$ cat config.mk
export PLATFORM = sky130hd
export DESIGN_NAME = handshake_buffer_2slot_flat
export DESIGN_NICKNAME = d
export VERILOG_FILES = /design/src/rtl/handshake_pkg.sv /design/src/rtl/handshake_buffer_2slot_if.sv /design/src/rtl/handshake_data_reg.sv /design/src/rtl/handshake_buffer_2slot.sv /design/src/flat_wrapper.sv
export SDC_FILE = /design/constraint.sdc
export NUM_CORES = 1
export LEC_CHECK = 0
export BUFFER_PORTS_ARGS = -buffer_cell sky130_fd_sc_hd__buf_2
export CORE_MARGIN = 2
export CORE_UTILIZATION = 49
export CTS_CLUSTER_SIZE = 28
export DETAILED_ROUTE_END_ITERATION = 16
export HOLD_SLACK_MARGIN = 0.08
export PLACE_DENSITY = 0.74
export SYNTH_ARGS = -nofsm -noshare
export SYNTH_HDL_FRONTEND = slang
export SYNTH_HIERARCHICAL = 1
export SYNTH_SLANG_ARGS = --single-unit
$ cat constraint.sdc
create_clock -name clk -period 1.6 [get_ports clk]
set_clock_uncertainty 0.1 [all_clocks]
set_input_delay 0.4 -clock clk [delete_from_list [all_inputs] [get_ports clk]]
set_output_delay 0.4 -clock clk [all_outputs]
set_load 0.01 [all_outputs]
$ cat src/rtl/handshake_pkg.sv
// Shared types and helpers for the two-slot valid/ready elastic buffer.
package handshake_pkg;

  typedef enum logic [1:0] {
    StInit  = 2'd0,
    StEmpty = 2'd1,
    StHalf  = 2'd2,
    StFull  = 2'd3
  } state_e;

  function automatic logic fire(input logic valid, input logic ready);
    return valid & ready;
  endfunction

endpackage

$ cat src/rtl/handshake_buffer_2slot_if.sv
// Valid/ready channel bundle: upstream side (ins*) and downstream side (outs*) of the buffer.
interface handshake_buffer_2slot_if #(
  parameter int unsigned DATA_WIDTH = 32
);

  logic [DATA_WIDTH-1:0] ins;
  logic                  ins_valid;
  logic                  ins_ready;
  logic [DATA_WIDTH-1:0] outs;
  logic                  outs_valid;
  logic                  outs_ready;

  // Environment view: produces upstream tokens and consumes downstream ones.
  modport master (
    output ins, ins_valid, outs_ready,
    input  ins_ready, outs, outs_valid
  );

  // Buffer view.
  modport slave (
    input  ins, ins_valid, outs_ready,
    output ins_ready, outs, outs_valid
  );

endinterface

$ cat src/rtl/handshake_data_reg.sv
// Data register with load enable and asynchronous active-low clear.
module handshake_data_reg #(
  parameter int unsigned DATA_WIDTH = 32
) (
  input  logic                  clk,
  input  logic                  rst,
  input  logic                  i_load,
  input  logic [DATA_WIDTH-1:0] i_d,
  output logic [DATA_WIDTH-1:0] o_q
);

  logic [DATA_WIDTH-1:0] r_q;

  always_ff @(posedge clk or negedge rst) begin
    if (!rst) begin
      r_q <= '0;
    end else if (i_load) begin
      r_q <= i_d;
    end
  end

  assign o_q = r_q;

endmodule

$ cat src/rtl/handshake_buffer_2slot.sv
// Two-slot elastic buffer: registers valid, data and ready so no input reaches an output
// combinationally, while still sustaining one token per cycle.
module handshake_buffer_2slot
  import handshake_pkg::*;
#(
  parameter int unsigned DATA_WIDTH = 32
) (
  input logic                     clk,
  input logic                     rst,
  handshake_buffer_2slot_if.slave bus
);

  state_e r_state, w_state_d;
  logic   r_ins_ready, r_outs_valid;
  logic   w_in_fire, w_out_fire;
  logic   w_load_m, w_load_s, w_m_from_s;

  logic [DATA_WIDTH-1:0] w_m_d, w_m_q, w_s_q;

  assign w_in_fire  = fire(bus.ins_valid, r_ins_ready);
  assign w_out_fire = fire(r_outs_valid, bus.outs_ready);

  always_comb begin
    w_state_d  = r_state;
    w_load_m   = 1'b0;
    w_load_s   = 1'b0;
    w_m_from_s = 1'b0;
    unique case (r_state)
      StInit: w_state_d = StEmpty;
      StEmpty: begin
        if (w_in_fire) begin
          w_load_m  = 1'b1;
          w_state_d = StHalf;
        end
      end
      StHalf: begin
        if (w_in_fire && w_out_fire) begin
          w_load_m = 1'b1;
        end else if (w_in_fire) begin
          w_load_s  = 1'b1;
          w_state_d = StFull;
        end else if (w_out_fire) begin
          w_state_d = StEmpty;
        end
      end
      StFull: begin
        // Skid slot refills the head so arrival order is preserved.
        if (w_out_fire) begin
          w_load_m   = 1'b1;
          w_m_from_s = 1'b1;
          w_state_d  = StHalf;
        end
      end
      default: w_state_d = StInit;
    endcase
  end

  // Handshake outputs are their own flops, derived from the next state.
  always_ff @(posedge clk or negedge rst) begin
    if (!rst) begin
      r_state      <= StInit;
      r_ins_ready  <= 1'b0;
      r_outs_valid <= 1'b0;
    end else begin
      r_state      <= w_state_d;
      r_ins_ready  <= (w_state_d == StEmpty) || (w_state_d == StHalf);
      r_outs_valid <= (w_state_d == StHalf) || (w_state_d == StFull);
    end
  end

  assign w_m_d = w_m_from_s ? w_s_q : bus.ins;

  handshake_data_reg #(
    .DATA_WIDTH (DATA_WIDTH)
  ) u_main_reg (
    .clk    (clk),
    .rst    (rst),
    .i_load (w_load_m),
    .i_d    (w_m_d),
    .o_q    (w_m_q)
  );

  handshake_data_reg #(
    .DATA_WIDTH (DATA_WIDTH)
  ) u_skid_reg (
    .clk    (clk),
    .rst    (rst),
    .i_load (w_load_s),
    .i_d    (bus.ins),
    .o_q    (w_s_q)
  );

  assign bus.ins_ready  = r_ins_ready;
  assign bus.outs_valid = r_outs_valid;
  assign bus.outs       = w_m_q;

endmodule

$ cat src/flat_wrapper.sv
// flat-port wrapper written by rule: the top's interface ports become plain ports
module handshake_buffer_2slot_flat import handshake_pkg::*;
#(
  parameter int unsigned DATA_WIDTH = 32
)
  (clk, rst, bus_ins, bus_ins_valid, bus_outs_ready, bus_ins_ready, bus_outs, bus_outs_valid);
  handshake_buffer_2slot_if #(.DATA_WIDTH(DATA_WIDTH)) bus_i ();
  input logic clk;
  input logic rst;
  input wire logic [$bits(bus_i.ins)-1:0] bus_ins;
  input wire logic [$bits(bus_i.ins_valid)-1:0] bus_ins_valid;
  input wire logic [$bits(bus_i.outs_ready)-1:0] bus_outs_ready;
  output wire logic [$bits(bus_i.ins_ready)-1:0] bus_ins_ready;
  output wire logic [$bits(bus_i.outs)-1:0] bus_outs;
  output wire logic [$bits(bus_i.outs_valid)-1:0] bus_outs_valid;
  assign bus_i.ins = bus_ins;
  assign bus_i.ins_valid = bus_ins_valid;
  assign bus_i.outs_ready = bus_outs_ready;
  assign bus_ins_ready = bus_i.ins_ready;
  assign bus_outs = bus_i.outs;
  assign bus_outs_valid = bus_i.outs_valid;
  handshake_buffer_2slot #(.DATA_WIDTH(DATA_WIDTH)) u_core (.clk(clk), .rst(rst), .bus(bus_i));
endmodule
* Yosys cells after proc, flatten, opt, wreduce, memory -nomap -nowiden *
Cells that the tools add are included.

word-level totals
  logic and storage cells = 31
  input port bits = 36
  output and inout port bits = 34
  flip-flop bits (word level) = 68

operators by class
  equal/unequal tests = 6
  bitwise gates (word level) = 2
  reduce and logical (&&, ||, !) cells = 4
  muxes and demuxes = 14

operators by type and width
  operator              count
  $mux W32              1
  $mux W2               5
  $eq A2 B2 Y1 const B  4
  $pmux W2 S4           1
  $mux W1               6
  $eq A2 B1 Y1 const B  2
  $pmux W1 S3           1
  $and A1 B1 Y1         2
  $logic_not A2 Y1      1
  $logic_or A1 B1 Y1    2
  $logic_and A1 B1 Y1   1

* Depth between registers and ports, before layout *
  depth in word-level cells = 7
  gate-level depth with buffers = 7
  gate-level depth less buffers = 3

* Cells and area by module *
The synthesis kept the hierarchy.

modules (own cells, without submodules)
  module                  sequential area each (um2)  area each (um2)  cells an instance  instances
  handshake_data_reg      800.8                       1345.0           68                 2
  handshake_buffer_2slot  75.1                        680.7            55                 1

* Worst setup path before layout *
OpenSTA, ideal clock, no wires.

  kind = register -> register
  from = register u_core.r_outs_valid (netlist: u_core/bus.outs_valid)
  to = register u_core.u_main_reg.r_q[0] (netlist: u_core/u_main_reg/o_q[0])
  slack = -153 ps
  arrival = 1528 ps
  data required time = 1375 ps
  path buffers = 4
  period minus slack after synthesis = 1753 ps
  library setup time = 125 ps
  stages on the path, launching flop included = 8
  cells stage by stage = dfrtp_1 > buf_2 > nand3_4 > buf_6 > o21ai_0 > buf_6 > buf_12 > mux2_4

on the way
  cells in the longest elaborated chain, start to end = 4
  elaborated cells between the ends (all ways) = 7
  classes of those cells = 5 x mux; 1 x bitwise; 1 x reduce/logical

RTL lines
  what                       line                          RTL
  from (decl)                handshake_buffer_2slot.sv:14  logic r_ins_ready, r_outs_valid;
  from (signal assigned)     handshake_buffer_2slot.sv:67  r_outs_valid <= (w_state_d == StHalf) || (w_state_d == StFull);
  $and A1 B1 Y1 *            handshake_pkg.sv:12           return valid & ready;
  $logic_and A1 B1 Y1        handshake_buffer_2slot.sv:37  if (w_in_fire && w_out_fire) begin
  $mux W1                    handshake_buffer_2slot.sv:37
  $pmux W1 S3 *              handshake_buffer_2slot.sv:28  unique case (r_state)
  named net u_core.w_load_m  handshake_buffer_2slot.sv:16  logic w_load_m, w_load_s, w_m_from_s;
  to (signal assigned)       handshake_data_reg.sv:18      r_q <= i_d;
  to (decl)                  handshake_data_reg.sv:12      logic [DATA_WIDTH-1:0] r_q;

The timed path passes the listed nets; every way through them passes the cells marked *.
A chain may end at the register's enable or synchronous reset.

* Worst setup path in the final report *
  from = register u_core.r_outs_valid (netlist: u_core/bus.outs_valid)
  to = register u_core.u_main_reg.r_q[29] (netlist: u_core/u_main_reg/o_q[29])

The elaborated chain is that of the path after synthesis.

==> flow_summary.json <==
{
  "setup_viol": 32,
  "switching_share_pct": 29.6,
  "diodes": 0,
  "maxSlewViolCount": 0,
  "avgRoutedWirePerCell_um": 16.3,
  "grt_pass1_wl_um": 9650,
  "ios": 70,
  "die_x_um": 86.9,
  "drtIter0Drc": 64,
  "grt_antenna_before_repair": 0,
  "gp_congestion": 0.692,
  "layout_commonest_cell": "mux2_4",
  "pwr-share-seq_pct": 37.5,
  "multi_input_comb_area_mm2": 0.00156,
  "synth_seq_cells": 67,
  "drt_wl_total_um": 5950,
  "crit_path_start_kind": "flip-flop",
  "row_count": 30,
  "drc": 0,
  "dr.pass1.iters": 4,
  "nFillCells": 516,
  "finalHoldViolations": 0,
  "seqCellArea_mm2": 0.00168,
  "relSlewSlack_pct": 76.5,
  "worstMarginPinSlew_ns": 0.352,
  "pre_cts_slack_ns": -0.205,
  "dp_hpwl_um": 3830,
  "synth_area_per_cell_um2": 17.6,
  "r2r-end": "u_core/u_main_reg/o_q[29]",
  "hold_path.startpoint": "bus_ins[27]",
  "drive_gt1_share_pct": 72.9,
  "coreArea_mm2": 0.00672,
  "worstPathRequired_ns": 1.72,
  "p_leak_nw": 2.12,
  "nNetsFinal": 315,
  "status": "complete, but fails checks",
  "crit_fanout": 18,
  "end_kind": "flip-flop",
  "ant_nets": 0,
  "syn_nets": 227,
  "period_minus_slack_ns": 1.67,
  "yosys_warnings": 6,
  "worst_slack_ns": -0.0669,
  "fin_crit_sh_pct": 104,
  "grt_usage_pct": 16.9,
  "dieHeight_um": 86.9,
  "cts.sinks": 67,
  "p_comb_share_pct": 45.9,
  "cts_buffers": 9,
  "htree_levels": 3,
  "grt-ovfl-total": 0,
  "rsz0062_at_grt": "true",
  "via_per_inst": 4.98,
  "finalNonFillerCells": 364,
  "powerDensity_mw_per_mm2": 1980,
  "regToRegSetupSlack_ns": -0.07,
  "min_to": "u_core/u_skid_reg/o_q[27]",
  "cap_viol_max_count": 0,
  "peakVddDrop_mv": 0.807,
  "p_switching_w": 0.00245,
  "violations": "setup timing",
  "clock_latency_ns": 0.33,
  "via_count": 1813,
  "fin_tns_setup_ns": -0.782,
  "syn2layout_area_growth_pct": 24.0,
  "yosysSeqAreaShare_pct": 49.7,
  "synth.distinct_cells": 16,
  "synthesis.instances": 191,
  "cts_tree": "built",
  "arrival_ns": 1.78,
  "netlist_area_mm2": 0.00337,
  "port_buffers": 69,
  "cts_max_path_buffers": 2,
  "cts_root_buf": "clkbuf_8",
  "p_int_w": 0.00582,
  "grt_max_degree": 68,
  "dp.cells": 342,
  "cts.reportedPaths.clkPinSlew_ns": 0.08,
  "r2r_start": "u_core/bus.outs_valid",
  "dieArea_mm2": 0.00756,
  "start_util_pct": 50.2,
  "fmax_mhz": 600,
  "critical_path_class": "reg2reg",
  "hold_path.class": "in2reg",
  "final_cell_mix": "94 x mux2_4, 68 x buf_2, 65 x dfrtp_1",
  "grt_pass1_vias": 1865,
  "clockPowerShare_pct": 16.6,
  "reg2reg_depth": 4,
  "hold_depth": 2
}
-- sequential cells by signal, summed over array words and instances, names as in the netlist --
signal,count
u_core/bus.ins_ready,1
u_core/bus.outs_valid,1
u_core/r_state,1
u_core/u_main_reg/o_q,32
u_core/u_skid_reg/o_q,32
-- what timing repair did --
item / 4_1_cts / 5_1_grt
resized for setup: 14 / 10
pin swaps: 2 / 1
gates cloned: 2 / 0
setup buffers: 4 / 1
hold buffers: 1 / 0
endpoints found under the hold margin: 67 / 0
endpoints found under the setup margin: 62 / 65
-- cells by family (layout without fill, tap and decap cells) --
logic type / Yosys count / after routing / synth area share [%]
AO/OA/AOI/OAI: 6 / 6 / 0.965
multiplexers: 97 / 97 / 42.3
buffers and inverters: 14 / 107 / 5.64
AND/OR/NAND/NOR: 7 / 7 / 1.37
flip-flops: 67 / 67 / 49.7
-- worst max path at each step --
stage | startpoint | to | slack, ns
floorplan | u_core/bus.outs_valid | u_core/u_main_reg/o_q[0] | -0.07
global placement | bus_ins_valid | u_core/u_skid_reg/o_q[31] | -0.17
detailed placement | bus_ins_valid | u_core/u_skid_reg/o_q[31] | -0.20
CTS | u_core/bus.outs_valid | u_core/u_main_reg/o_q[29] | -0.04
global route | u_core/bus.outs_valid | u_core/u_main_reg/o_q[29] | -0.11
finish | u_core/bus.outs_valid | u_core/u_main_reg/o_q[29] | -0.07
-- Yosys cell counts --
library cell / instances / area share [%]
mux2_4: 89 / 40
dfrtp_1: 67 / 50
mux2_2: 7 / 2.3
buf_12: 6 / 3.6
buf_6: 5 / 1.7
o21ai_0: 3 / 0.45
a21oi_1: 2 / 0.30
buf_2: 2 / 0.30
nand2_1: 2 / 0.22
nor2_1: 2 / 0.22
a21o_1: 1 / 0.22
inv_1: 1 / 0.11
mux2i_1: 1 / 0.30
nand3_1: 1 / 0.15
nand3_4: 1 / 0.52
nor4b_1: 1 / 0.26
-- power groups by stage --
stage	logic, W	registers (W)	clock network [W]
after floorplan	0.00271	0.00316	0
after CTS	0.00380	0.00310	0.00143
final	0.00380	0.00310	0.00137
after global placement	0.00358	0.00306	0
after global routing	0.00407	0.00320	0.00148
after detailed placement	0.00367	0.00309	0
-- per-stage QoR --
step                      power [W]  area (um^2)  utilization [%]  hold WS (ns)
after global placement      0.00664         3840             57.2         0.344
after CTS                   0.00832         4150             61.8         0.192
after detailed placement    0.00676         3840             57.2         0.349
final                       0.00827         4180             62.2         0.211
after global routing        0.00875         4180             62.2         0.203
after floorplan             0.00587         3390                -       0.00441
-- final cells by class --
type                    count  share of cell area, %
clock buffers              11                   3.38
clock inverters             5                   1.26
inverters                   1                 0.0898
multi-input cells         110                   37.4
flip-flops and latches     67                   40.2
well taps                  80                   2.40
repair buffers             90                   15.3
-- layer usage --
layer | part of all wire [%] | GRT usage [%]
met5 | 0 | 0
met2 | 48 | 26.0
met3 | 3.8 | 3.70
met4 | 1.9 | 8.10
met1 | 46 | 22.7
-- critical path: stages, from the launching register on --
cell	delay, ns
dfrtp_2	0.47
mux2i_4	0.22
o21ai_4	0.20
buf_12	0.21
mux2_2	0.34
Power figures use the tool's default switching activity.
